## config.mk

```make
export PLATFORM = sky130hd
export DESIGN_NAME = fc_accumulator
export DESIGN_NICKNAME = d
export VERILOG_FILES = /design/src/rtl/fc_pkg.sv /design/src/rtl/fc_sat_narrow.sv /design/src/rtl/fc_accumulator.sv
export SDC_FILE = /design/constraint.sdc
export NUM_CORES = 1
export LEC_CHECK = 0
export CAP_MARGIN = 10
export CORE_MARGIN = 10
export CORE_UTILIZATION = 51
export CTS_BUF_LIST = sky130_fd_sc_hd__clkbuf_4 sky130_fd_sc_hd__clkbuf_8 sky130_fd_sc_hd__clkbuf_16
export DETAILED_ROUTE_END_ITERATION = 6
export GPL_ROUTABILITY_DRIVEN = 0
export GPL_TIMING_DRIVEN = 0
export PLACE_DENSITY_LB_ADDON = 0.3
export SLEW_MARGIN = 10
export SYNTH_ARGS = -nofsm -noshare
export SYNTH_HDL_FRONTEND = slang
export SYNTH_SLANG_ARGS = --single-unit
```

## constraint.sdc

```tcl
create_clock -name clk -period 3.5 [get_ports clk]
set_input_delay 0.7 -clock clk [delete_from_list [all_inputs] [get_ports clk]]
set_output_delay 0.7 -clock clk [all_outputs]
set_load 0.005 [all_outputs]
```

## src/rtl/fc_pkg.sv

```systemverilog
// fc_pkg: shared widths, accumulator FSM state type and saturating narrow helper
// for the fully-connected datapath.
package fc_pkg;

    localparam int FC_SIZE      = 16;
    localparam int FC_PRECISION = 11;
    localparam int FC_MAX_LEN   = 1024;
    localparam int FC_CW        = $clog2(FC_MAX_LEN + 1);
    localparam int FC_ACC_W     = FC_SIZE + FC_CW + 1;

    typedef enum logic [1:0] {IDLE, ACCUM, OUT} fc_acc_state_t;

    // Returns {sat, value} for the default widths.
    function automatic logic [FC_SIZE:0] sat_narrow(input logic [FC_ACC_W-1:0] acc);
        logic fits;
        fits = &acc[FC_ACC_W-1:FC_SIZE-1] | ~|acc[FC_ACC_W-1:FC_SIZE-1];
        return fits ? {1'b0, acc[FC_SIZE-1:0]} :
               acc[FC_ACC_W-1] ? {2'b11, {(FC_SIZE-1){1'b0}}} :
                                 {2'b10, {(FC_SIZE-1){1'b1}}};
    endfunction

endpackage

```

## src/rtl/fc_sat_narrow.sv

```systemverilog
// fc_sat_narrow: combinational signed IN_W -> OUT_W saturator; flags clipping.
module fc_sat_narrow #(
    parameter int IN_W  = 28,
    parameter int OUT_W = 16
) (
    input  logic [IN_W-1:0]  acc,
    output logic [OUT_W-1:0] value,
    output logic             sat
);

    logic fits;

    // In range exactly when all bits from the result's sign bit upward agree.
    always_comb begin
        fits  = &acc[IN_W-1:OUT_W-1] | ~|acc[IN_W-1:OUT_W-1];
        sat   = ~fits;
        value = fits ? acc[OUT_W-1:0] :
                acc[IN_W-1] ? {1'b1, {(OUT_W-1){1'b0}}} : {1'b0, {(OUT_W-1){1'b1}}};
    end

endmodule

```

## src/rtl/fc_accumulator.sv

```systemverilog
// fc_accumulator: sums a programmed number of fixed-point products onto a bias
// and returns one saturated result per job over a ready/valid handshake.
module fc_accumulator
    import fc_pkg::*;
#(
    parameter int SIZE      = FC_SIZE,
    parameter int PRECISION = FC_PRECISION,
    parameter int MAX_LEN   = FC_MAX_LEN,
    localparam int CW       = $clog2(MAX_LEN + 1),
    localparam int ACC_W    = SIZE + CW + 1
) (
    input  logic            clk,
    input  logic            rst,
    input  logic            start,
    input  logic [CW-1:0]   length,
    input  logic [SIZE-1:0] bias,
    input  logic            in_valid,
    output logic            in_ready,
    input  logic [SIZE-1:0] product,
    input  logic            product_ovf,
    output logic            out_valid,
    input  logic            out_ready,
    output logic [SIZE-1:0] result,
    output logic            result_ovf,
    output logic            busy
);

    if (PRECISION >= SIZE) begin : g_bad_precision
        $error("fc_accumulator: PRECISION must be below SIZE");
    end

    fc_acc_state_t    state_q, state_d;
    logic [CW-1:0]    len_q, len_d;
    logic [CW-1:0]    cnt_q, cnt_d;
    logic [ACC_W-1:0] acc_q, acc_d;
    logic             sticky_q, sticky_d;
    logic [SIZE-1:0]  res_q, res_d;
    logic             res_ovf_q, res_ovf_d;
    logic [SIZE-1:0]  sat_value;
    logic             sat;
    logic             xfer;

    fc_sat_narrow #(.IN_W(ACC_W), .OUT_W(SIZE)) u_sat (
        .acc   (acc_d),
        .value (sat_value),
        .sat   (sat)
    );

    always_comb begin
        xfer      = in_valid && state_q == ACCUM;
        state_d   = state_q;
        len_d     = len_q;
        cnt_d     = cnt_q;
        acc_d     = acc_q;
        sticky_d  = sticky_q;
        if (state_q == IDLE && start) begin
            len_d    = length;
            cnt_d    = '0;
            acc_d    = {{(ACC_W-SIZE){bias[SIZE-1]}}, bias};
            sticky_d = 1'b0;
            state_d  = length == '0 ? OUT : ACCUM;
        end else if (xfer) begin
            acc_d    = acc_q + {{(ACC_W-SIZE){product[SIZE-1]}}, product};
            cnt_d    = cnt_q + 1'b1;
            sticky_d = sticky_q | product_ovf;
            state_d  = cnt_q == len_q - 1'b1 ? OUT : ACCUM;
        end else if (state_q == OUT && out_ready) begin
            state_d = IDLE;
        end
        // Capture the saturated sum only on entry to OUT so it stays stable until accepted.
        res_d     = state_d == OUT && state_q != OUT ? sat_value : res_q;
        res_ovf_d = state_d == OUT && state_q != OUT ? sticky_d | sat : res_ovf_q;
    end

    always_ff @(posedge clk) begin
        if (rst) begin
            state_q   <= IDLE;
            len_q     <= '0;
            cnt_q     <= '0;
            acc_q     <= '0;
            sticky_q  <= 1'b0;
            res_q     <= '0;
            res_ovf_q <= 1'b0;
        end else begin
            state_q   <= state_d;
            len_q     <= len_d;
            cnt_q     <= cnt_d;
            acc_q     <= acc_d;
            sticky_q  <= sticky_d;
            res_q     <= res_d;
            res_ovf_q <= res_ovf_d;
        end
    end

    assign in_ready   = state_q == ACCUM;
    assign out_valid  = state_q == OUT;
    assign busy       = state_q != IDLE;
    assign result     = res_q;
    assign result_ovf = res_ovf_q;

endmodule

```

==> metrics.md, run 1 <==
| Metric | Value |
|---|---|
| Crit. End Element | register |
| Total track usage | 23.70% |
| Crit path max fanout | 5 |
| Synthesis-to-layout area growth | 36.06% |
| DRT iter0 DRCs | 538 |
| Setup_tns | -5.848 ps |
| Avg Inst Size Synth | 7.695 µm² |
| Rel. slew slack | 48.81% |
| Fin nets | 873 |
| Critical path startpoint category | input pin |
| Clk Latency, worst-skew pair | 360 ps |
| Sink Count | 70 |
| Post-route ant nets | 0 |
| Post-synthesis cell area | 5240 µm² |
| Drt via density | 6.544 |
| Minimum clock period after layout | 3506 ps |
| LEAKAGE | 2.796 nW |
| FFs w/ async S/R, synth | 0% |
| Seq/Total Area, Yosys | 26.74% |
| Distinct cell type count after synthesis | 72 |
| Residual DRC | 3 |
| Final wirelength | 19230 µm |
| Multi-input combinational cell area | 4095 µm² |
| Required @ worst endpoint | 3730 ps |
| Num rows | 36 |
| Largest net degree at the start of global routing | 14 |
| DP HPWL | 12890 µm |
| Post-synth top cells | 109 x nand2_1, 70 x dfxtp_1, 65 x a21oi_1 |
| Max Fclk | 285.2 MHz |
| Clock transition at path regs | 90 ps |
| Finished Layout Cells | 932 |
| Post-synth top area share | 26.74% |
| Total Power | 3.251 mW |
| Worst EP arrival | 3730 ps |
| Power per cell area | 456.1 nW/µm² |
| Drt pass-1 iters | 7 |
| Total CTS buffers | 9 |
| Root buf cell | clkbuf_8 |
| R2R cell count | 12 |
| Clock Skew | 13.04 ps |
| Htree depth | 3 |
| Final std cell area, no fill | 7129 µm² |
| Final Hold Viols | 0 |
| Via count | 6099 |
| Hold crit path type | reg2reg |
| Die footprint | 14730 µm² |
| Slew @ Worst Pin | 760.8 ps |
| Initial Utilization | 52.88% |
| Post-DP Area | 6087 µm² |
| Antenna violations before repair | 0 |
| Final WS setup | -5.848 ps |
| Cell with the most instances after synthesis | nand2_1 |
| Setup CP Type | in2reg |
| Tcrit/Tclk final | 100.2% |
| Worst Hold Depth | 2 |
| Failing checks | design-rule violations, negative setup slack |
| Synth top area cells | dfxtp_1 27%, nand2_1 7.8%, ha_1 6.9% |
| Clk buf depth | 2 |
| First-pass GRT wire length | 28520 µm |
| Pre-CTS WS | -1098 ps |
| Ports | 69 |
| I/O Buffers | 68 |
| Synth Register Bits | 70 |
| Fraction of layout cells with a size suffix above 1 | 21.90% |
| Top FF cell, synth | dfxtp_1 |
| Fin. max-slew vios | 0 |
| Post-placement cell count | 882 |
| Synth warn | 0 |
| Number of synthesized flops with an enable pin | 0 |
| Overflow left after global routing | 0 |
| Worst R2R Setup Slack | 110 ps |
| Hold-fix buffers, CTS | 0 |
| Outcome | complete, but fails checks |
| Core ar. | 9910 µm² |
| ANT cells | 0 |
| Vias in the first global route | 5700 |
| Final setup fails | 1 |
| Mapped Nets | 760 |
| # fillers | 716 |
| CTS tree | built |
| FF/Latch Area | 1401 µm² |
| Largest area contributor in the netlist | dfxtp_1 |
| Drt wl/cell | 20.63 µm |
| Cells after synthesis | 681 |
| Die X | 121.4 µm |
| Peak VDD IR | 316.3 µV |
| Max-Cap Viols | 0 |
| Die Y | 121.4 µm |
-- power by group --
part           internal, mW  total (mW)  switching (mW)
combinational         0.614        1.38           0.767
clock                 0.549       0.888           0.339
sequential            0.889       0.983          0.0942
-- state kept, by name, summed over array words and instances, names as in the netlist --
name and flops:
sticky_q 1, acc_q 28, len_q 11, cnt_q 11
result 16, state_q 2, result_ovf 1
-- cell usage in the layout, fill, tap and decap left out, drive strengths merged, types with 4 or more instances in the layout --
| cell type | netlist | final |
|---|---|---|
| ha | 29 | 29 |
| a211oi | 7 | 7 |
| a22oi | 4 | 4 |
| or2 | 7 | 7 |
| xnor2 | 18 | 18 |
| xor2 | 22 | 22 |
| a311oi | 9 | 9 |
| nor4 | 9 | 9 |
| nor2b | 5 | 5 |
| nand3 | 21 | 21 |
| dfxtp | 70 | 70 |
| clkbuf | 21 | 33 |
| a21o | 13 | 13 |
| o21ai | 37 | 37 |
| nor3 | 11 | 11 |
| o211ai | 32 | 32 |
| and2 | 4 | 4 |
| inv | 15 | 16 |
| bufinv | 0 | 4 |
| a21oi | 70 | 70 |
| nor2 | 62 | 62 |
| clkdlybuf4s50 | 0 | 52 |
| nand4 | 12 | 12 |
| o31a | 5 | 5 |
| dlygate4sd2 | 0 | 8 |
| a31oi | 5 | 5 |
| or3 | 10 | 10 |
| buf | 17 | 54 |
| nand2 | 112 | 112 |
| and3 | 9 | 9 |
| o21a | 6 | 6 |
-- repair_timing --
item,in CTS,in global routing
resized for setup,71,64
pin swaps,30,44
setup buffers,26,10
gates cloned,2,0
endpoints found under the setup margin,18,18
-- metal layers --
layer | wire [µm] | vias up | GRT usage (%) | share of wire, %
met5 | 0 | - | 0 | 0
met4 | 962 | 0 | 12.00 | 5.0
met3 | 1910 | 102 | 5.072 | 9.9
met2 | 8940 | 422 | 39.14 | 46
met1 | 7417 | 2852 | 28.33 | 39
li1 | - | 2723 | - | -
-- critical path, cell delays in order --
cell and delay [ps]:
clkdlybuf4s15_1 200, ha_4 250, a21oi_1 370, o21a_1 260, nor2b_2 210, a211oi_2 110
o31a_1 240, o31a_1 340, a2111o_1 400, nor3_4 270, buf_6 180, o21a_1 120
o311ai_2 80
-- per-stage QoR --
stage / util, % / hold WS [ps]
after detailed placement: 61.43 / 458.8
after CTS: 69.02 / 477.5
after global routing: 71.94 / 507.8
final: 71.94 / 470.8
after floorplan: - / 424.4
after global placement: 61.43 / 451.4
-- path summary, 6_finish.rpt --
path | startpoint | endpoint
max | product[9] | result_ovf$_SDFFE_PP0P_
min | sticky_q$_SDFF_PP0_ | sticky_q$_SDFF_PP0_
max reg2reg | acc_q[9]$_SDFF_PP0_ | result_ovf$_SDFFE_PP0P_
min reg2reg | sticky_q$_SDFF_PP0_ | sticky_q$_SDFF_PP0_
-- kinds of logic after synthesis --
kind of cell,synth area share [%]
AOI/OAI and AO/OA,29.54
xor gates and xnor gates,7.044
adders and majority gates,7.307
buffers and inverters,4.728
DFF,26.74
muxes,0.5731
and+or+nand+nor,24.07
-- area by class of cell --
class | count | share of cell area, %
well taps | 133 | 2.334
clock inverters | 7 | 2.036
multi-input cells | 558 | 57.44
clock buffers | 9 | 1.737
plain buffers | 36 | 2.738
flip-flops and latches | 70 | 19.66
repair buffers | 104 | 13.27
inverters | 15 | 0.7898
Power figures use the tool's default switching activity.
==> inputs of run 2 (changes only) <==
--- a/config.mk
+++ b/config.mk
@@ -9,6 +9,7 @@
 export CORE_MARGIN = 10
 export CORE_UTILIZATION = 51
 export CTS_BUF_LIST = sky130_fd_sc_hd__clkbuf_4 sky130_fd_sc_hd__clkbuf_8 sky130_fd_sc_hd__clkbuf_16
+export CTS_CLUSTER_DIAMETER = 30
 export DETAILED_ROUTE_END_ITERATION = 6
 export GPL_ROUTABILITY_DRIVEN = 0
 export GPL_TIMING_DRIVEN = 0
@@ -16,4 +17,5 @@
 export SLEW_MARGIN = 10
 export SYNTH_ARGS = -nofsm -noshare
 export SYNTH_HDL_FRONTEND = slang
+export SYNTH_HIERARCHICAL = 1
 export SYNTH_SLANG_ARGS = --single-unit
==> run 2 against run 1 <==
- the flow finishes with violations (negative setup slack)
- clock skew is 2.2 ps lower
- area after synthesis fell by 2.4%
- utilization is 0.25 points lower
- routed wire length down 6.1%
- final cell count shrank 2.0%
- worst hold slack better by 1.4 ps
- sequential share of layout area rose by 0.34 points
- power fell by 7.5%
- flip-flop and latch count is the same
- worst setup slack worse by 510 ps
- highest routed layer unchanged
==> metrics.md, run 2 <==
| Metric | Value |
|---|---|
| Outcome | complete, but fails checks |
| Failing checks | negative setup slack |
| Drt via density | 6.239 (-4.7%) |
| Max Fclk | 248.9 MHz (-13%) |
| Cells after synthesis | 665 (-2.3%) |
| Drt wl/cell | 19.77 µm (-4.2%) |
| XOR/XNOR Fraction of Synth Area | 5.310% (-1.7 points) |
| Hold-fix buffers, CTS | 0 (unchanged) |
| First-pass GRT wire length | 27670 µm (-3.0%) |
| Peak VDD IR | 234.2 µV (-26%) |
| Worst R2R Setup Slack | -430 ps (-540 ps) |
| Root buf cell | clkbuf_8 |
| Worst setup startpoint | product[0] |
| Core ar. | 9774 µm² (-1.4%) |
| Largest net degree at the start of global routing | 16 (+2) |
| Clk pwr share | 24.8% (-2.5 points) |
| Hold crit path type | reg2reg |
| Hold_ws | 472.2 ps (+1.380 ps) |
| Simple logic cell fraction of the synthesized area | 25.67% (+1.6 points) |
| Num rows | 36 (unchanged) |
| Residual DRC | 0 (-3) |
| Total track usage | 23.08% (-0.61 points) |
| Vias in the first global route | 5494 (-3.6%) |
| Crit-path cells | buf_8 > ha_4 > fa_2 > a21oi_2 > o211ai_1 > buf_4 > a21oi_4 > o21ai_2 > a311oi_2 > xor2_1 > a211oi_2 > or4_4 > nor3_4 > buf_6 > a31oi_4 > buf_8 > o21ai_2 > mux2i_1 > nor2_1 |
| Final setup fails | 16 (+15) |
| Overflow left after global routing | 0 (unchanged) |
| Worst EP arrival | 4320 ps (+590 ps) |
| Mapped Nets | 744 (-2.1%) |
| Clk Latency, worst-skew pair | 360 ps (about the same) |
| Cell with the most instances after synthesis | nand2_1 |
| Switching part of the total | 37.62% (+0.72 points) |
| # fillers | 744 (+3.9%) |
| Post-route ant nets | 0 (unchanged) |
| Synth Register Bits | 70 (unchanged) |
| Final wirelength | 18050 µm (-6.1%) |
| FF/Latch Area | 1401 µm² (unchanged) |
| I/O Buffers | 68 (unchanged) |
| Drt pass-1 iters | 5 (-2) |
| Final WS setup | -517.8 ps (-512.0 ps) |
| Commonest non-fill, non-tap cell in the layout | nand2_1 |
| Tcrit/Tclk final | 114.8% (+15 points) |
| Required @ worst endpoint | 3800 ps (+70 ps) |
| Rel. slew slack | 53.83% (+5.0 points) |
| Power per cell area | 429.4 nW/µm² (-5.9%) |
| Clock Skew | 10.87 ps (-2.172 ps) |
| CTS tree | built |
| Final Hold Viols | 0 (unchanged) |
| Synthesis-to-layout area growth | 37.04% |
| Clk buf depth | 2 (unchanged) |
| Post-synth top cells | 74 x nand2_1, 70 x dfxtp_1, 65 x nor2_1 |
| DRT iter0 DRCs | 481 (-11%) |
| Die Y | 120.1 µm (-1.0%) |
| Reg-to-reg startpoint | acc_q[0]$_SDFF_PP0_ |
| Max FFs per register | 28 (unchanged) |
| Logic pwr share | 43.9% (+1.4 points) |
| DRT met1 WL | 7222 µm (-2.6%) |
| Synth top area cells | dfxtp_1 27%, ha_1 7.1%, nand2_1 5.4% |
| Minimum clock period after layout | 4018 ps (+512.0 ps) |
| Number of synthesized flops with an enable pin | 0 (unchanged) |
| Htree depth | 3 (unchanged) |
| Fraction of layout cells with a size suffix above 1 | 21.15% (-0.75 points) |
| Post-synthesis cell area | 5114 µm² (-2.4%) |
| Fin. max-slew vios | 0 (unchanged) |
| Crit. End Element | register |
| LEAKAGE | 2.701 nW (-3.4%) |
| Fin nets | 854 (-2.2%) |
| Final Core Density | 71.70% (-0.25 points) |
| RSZ-0062 raised after global routing | yes |
| DP HPWL | 12380 µm (-3.9%) |
| Distinct cell type count after synthesis | 68 (-5.6%) |
| HP Start | len_q[10]$_SDFFE_PP0P_ |
| Total CTS buffers | 9 (unchanged) |
| Post-synth top area share | 27.40% (+0.66 points) |
| Ports | 69 (unchanged) |
| ANT cells | 0 (unchanged) |
| Mux cell area share after synthesis | 4.502% (+3.9 points) |
| Commonest non-fill, non-tap cells in the layout | 73 x nand2_1, 70 x dfxtp_1, 62 x nor2_1, 53 x clkdlybuf4s50_1, 45 x a21oi_1 |
| Seq/Total Area, Yosys | 27.40% (+0.66 points) |
| Die X | 120.1 µm (-1.0%) |
| Worst path slowest cell | or4_4 |
| Max-Cap Viols | 0 (unchanged) |
| FFs w/ async S/R, synth | 0% (unchanged) |
| Avg Inst Size Synth | 7.690 µm² (about the same) |
| Synth Area in Adders | 7.487% (+0.18 points) |
| Crit-path max cell delay | 460 ps (+60 ps) |
| Compound-Gate Fraction of Synth Area | 24.17% (-5.4 points) |
| Setup CP Type | in2reg |
| Sequential share of power | 31.3% (+1.1 points) |
| Sink Count | 70 (unchanged) |
| Setup_tns | -6817 ps (-6811 ps) |
| Total Power | 3.009 mW (-7.5%) |
| Most flop-heavy register | acc_q |
| Pre-CTS WS | -1854 ps (-756.0 ps) |
| Crit path max fanout | 8 (+3) |
| Die footprint | 14430 µm² (-2.0%) |
| Largest family of logic cells by synthesized area | simple AND/OR/NAND/NOR gates |
| Antenna violations before repair | 0 (unchanged) |
| Top FF cell, synth | dfxtp_1 |
| Slew @ Worst Pin | 692.5 ps (-68.30 ps) |
| Critical path startpoint category | input pin |
| Via count | 5696 (-6.6%) |
| Met2 routed WL | 8632 µm (-3.4%) |
| Initial Utilization | 52.32% (-0.56 points) |
| Internal power | 1.877 mW (-8.5%) |
| Multi-input combinational cell area | 3945 µm² (-3.7%) |
| WL met3 | 1559 µm (-18%) |
| Largest area contributor in the netlist | dfxtp_1 |
| Clock transition at path regs | 80 ps (about the same) |
| Uppermost layer routed | met4 |
| Synth warn | 6 (+6) |
| NetSw | 1.132 mW (-5.7%) |
-- run 2: cell types whose count changed after synthesis, moves of 9 or more --
| cell | before | now |
|---|---|---|
| o211ai_1 | 29 | 8 |
| mux2i_1 | 3 | 23 |
| nand2_1 | 109 | 74 |
| buf_2 | 12 | 0 |
| nor2b_1 | 4 | 15 |
| a21oi_1 | 65 | 55 |
| nor3_1 | 10 | 31 |
| clkbuf_1 | 21 | 30 |
-- run 2: final cells by class --
cell class                 count  share of cell area (%)
buffer                        33                   2.517
clock buffer                   9                   1.768
clock inverter                 7                   1.375
inverter                      23                   1.232
multi-input combinational    533                   56.29
sequential                    70                   20.00
tap                          133                   2.375
timing repair buffer         105                   14.44
-- run 2: power groups by stage --
stage / clock, mW / combinational, mW / sequential [mW]
finish: 0.747 / 1.32 / 0.941
global route: 0.771 / 1.41 / 0.947
CTS: 0.738 / 1.18 / 0.936
detailed placement: 0 / 1.01 / 0.946
global placement: 0 / 0.984 / 0.944
floorplan: 0 / 0.707 / 0.930
-- run 2: cells by family after synthesis --
logic type      after synthesis
xor+xnor                     31
fa+ha+maj                    30
simple gates                264
mux                          23
compound gates              185
buf+inv                      62
flops                        70
-- run 2: final timing paths --
check / to / depth (start not counted)
worst min register to register: len_q[10]$_SDFFE_PP0P_ / 2
worst min-delay path: len_q[10]$_SDFFE_PP0P_ / 2
worst max register to register: result[12]$_SDFFE_PP0P_ / 18
worst max-delay path: result[12]$_SDFFE_PP0P_ / 19
-- run 2: through the flow --
stage / cell area (µm²) / cells
after global routing: 7008 / 913
final: 7008 / 913
after global placement: 6003 / 866
after detailed placement: 6003 / 866
after CTS: 6690 / 899
after floorplan: 5156 / 665
-- run 2: critical path, delay by kind of cell --
kind                       cells  cell delay, ps
adders and majority gates      2             500
buffers and inverters          4             600
muxes                          1             110
and+or+nand+nor                3             780
xor gates and xnor gates       1             330
AOI/OAI and AO/OA              8            1280
-- run 2: repair_timing --
action	4_1_cts	5_1_grt
gates cloned	1	1
endpoints found under the setup margin	18	16
pin swaps	23	27
gates resized for setup	78	52
buffers inserted	21	15
-- run 2: metal layers --
metal / up-vias / track usage (%)
li1: 2631 / -
met2: 321 / 38.82
met4: 0 / 9.729
met5: - / 0
met1: 2682 / 28.38
met3: 62 / 4.079
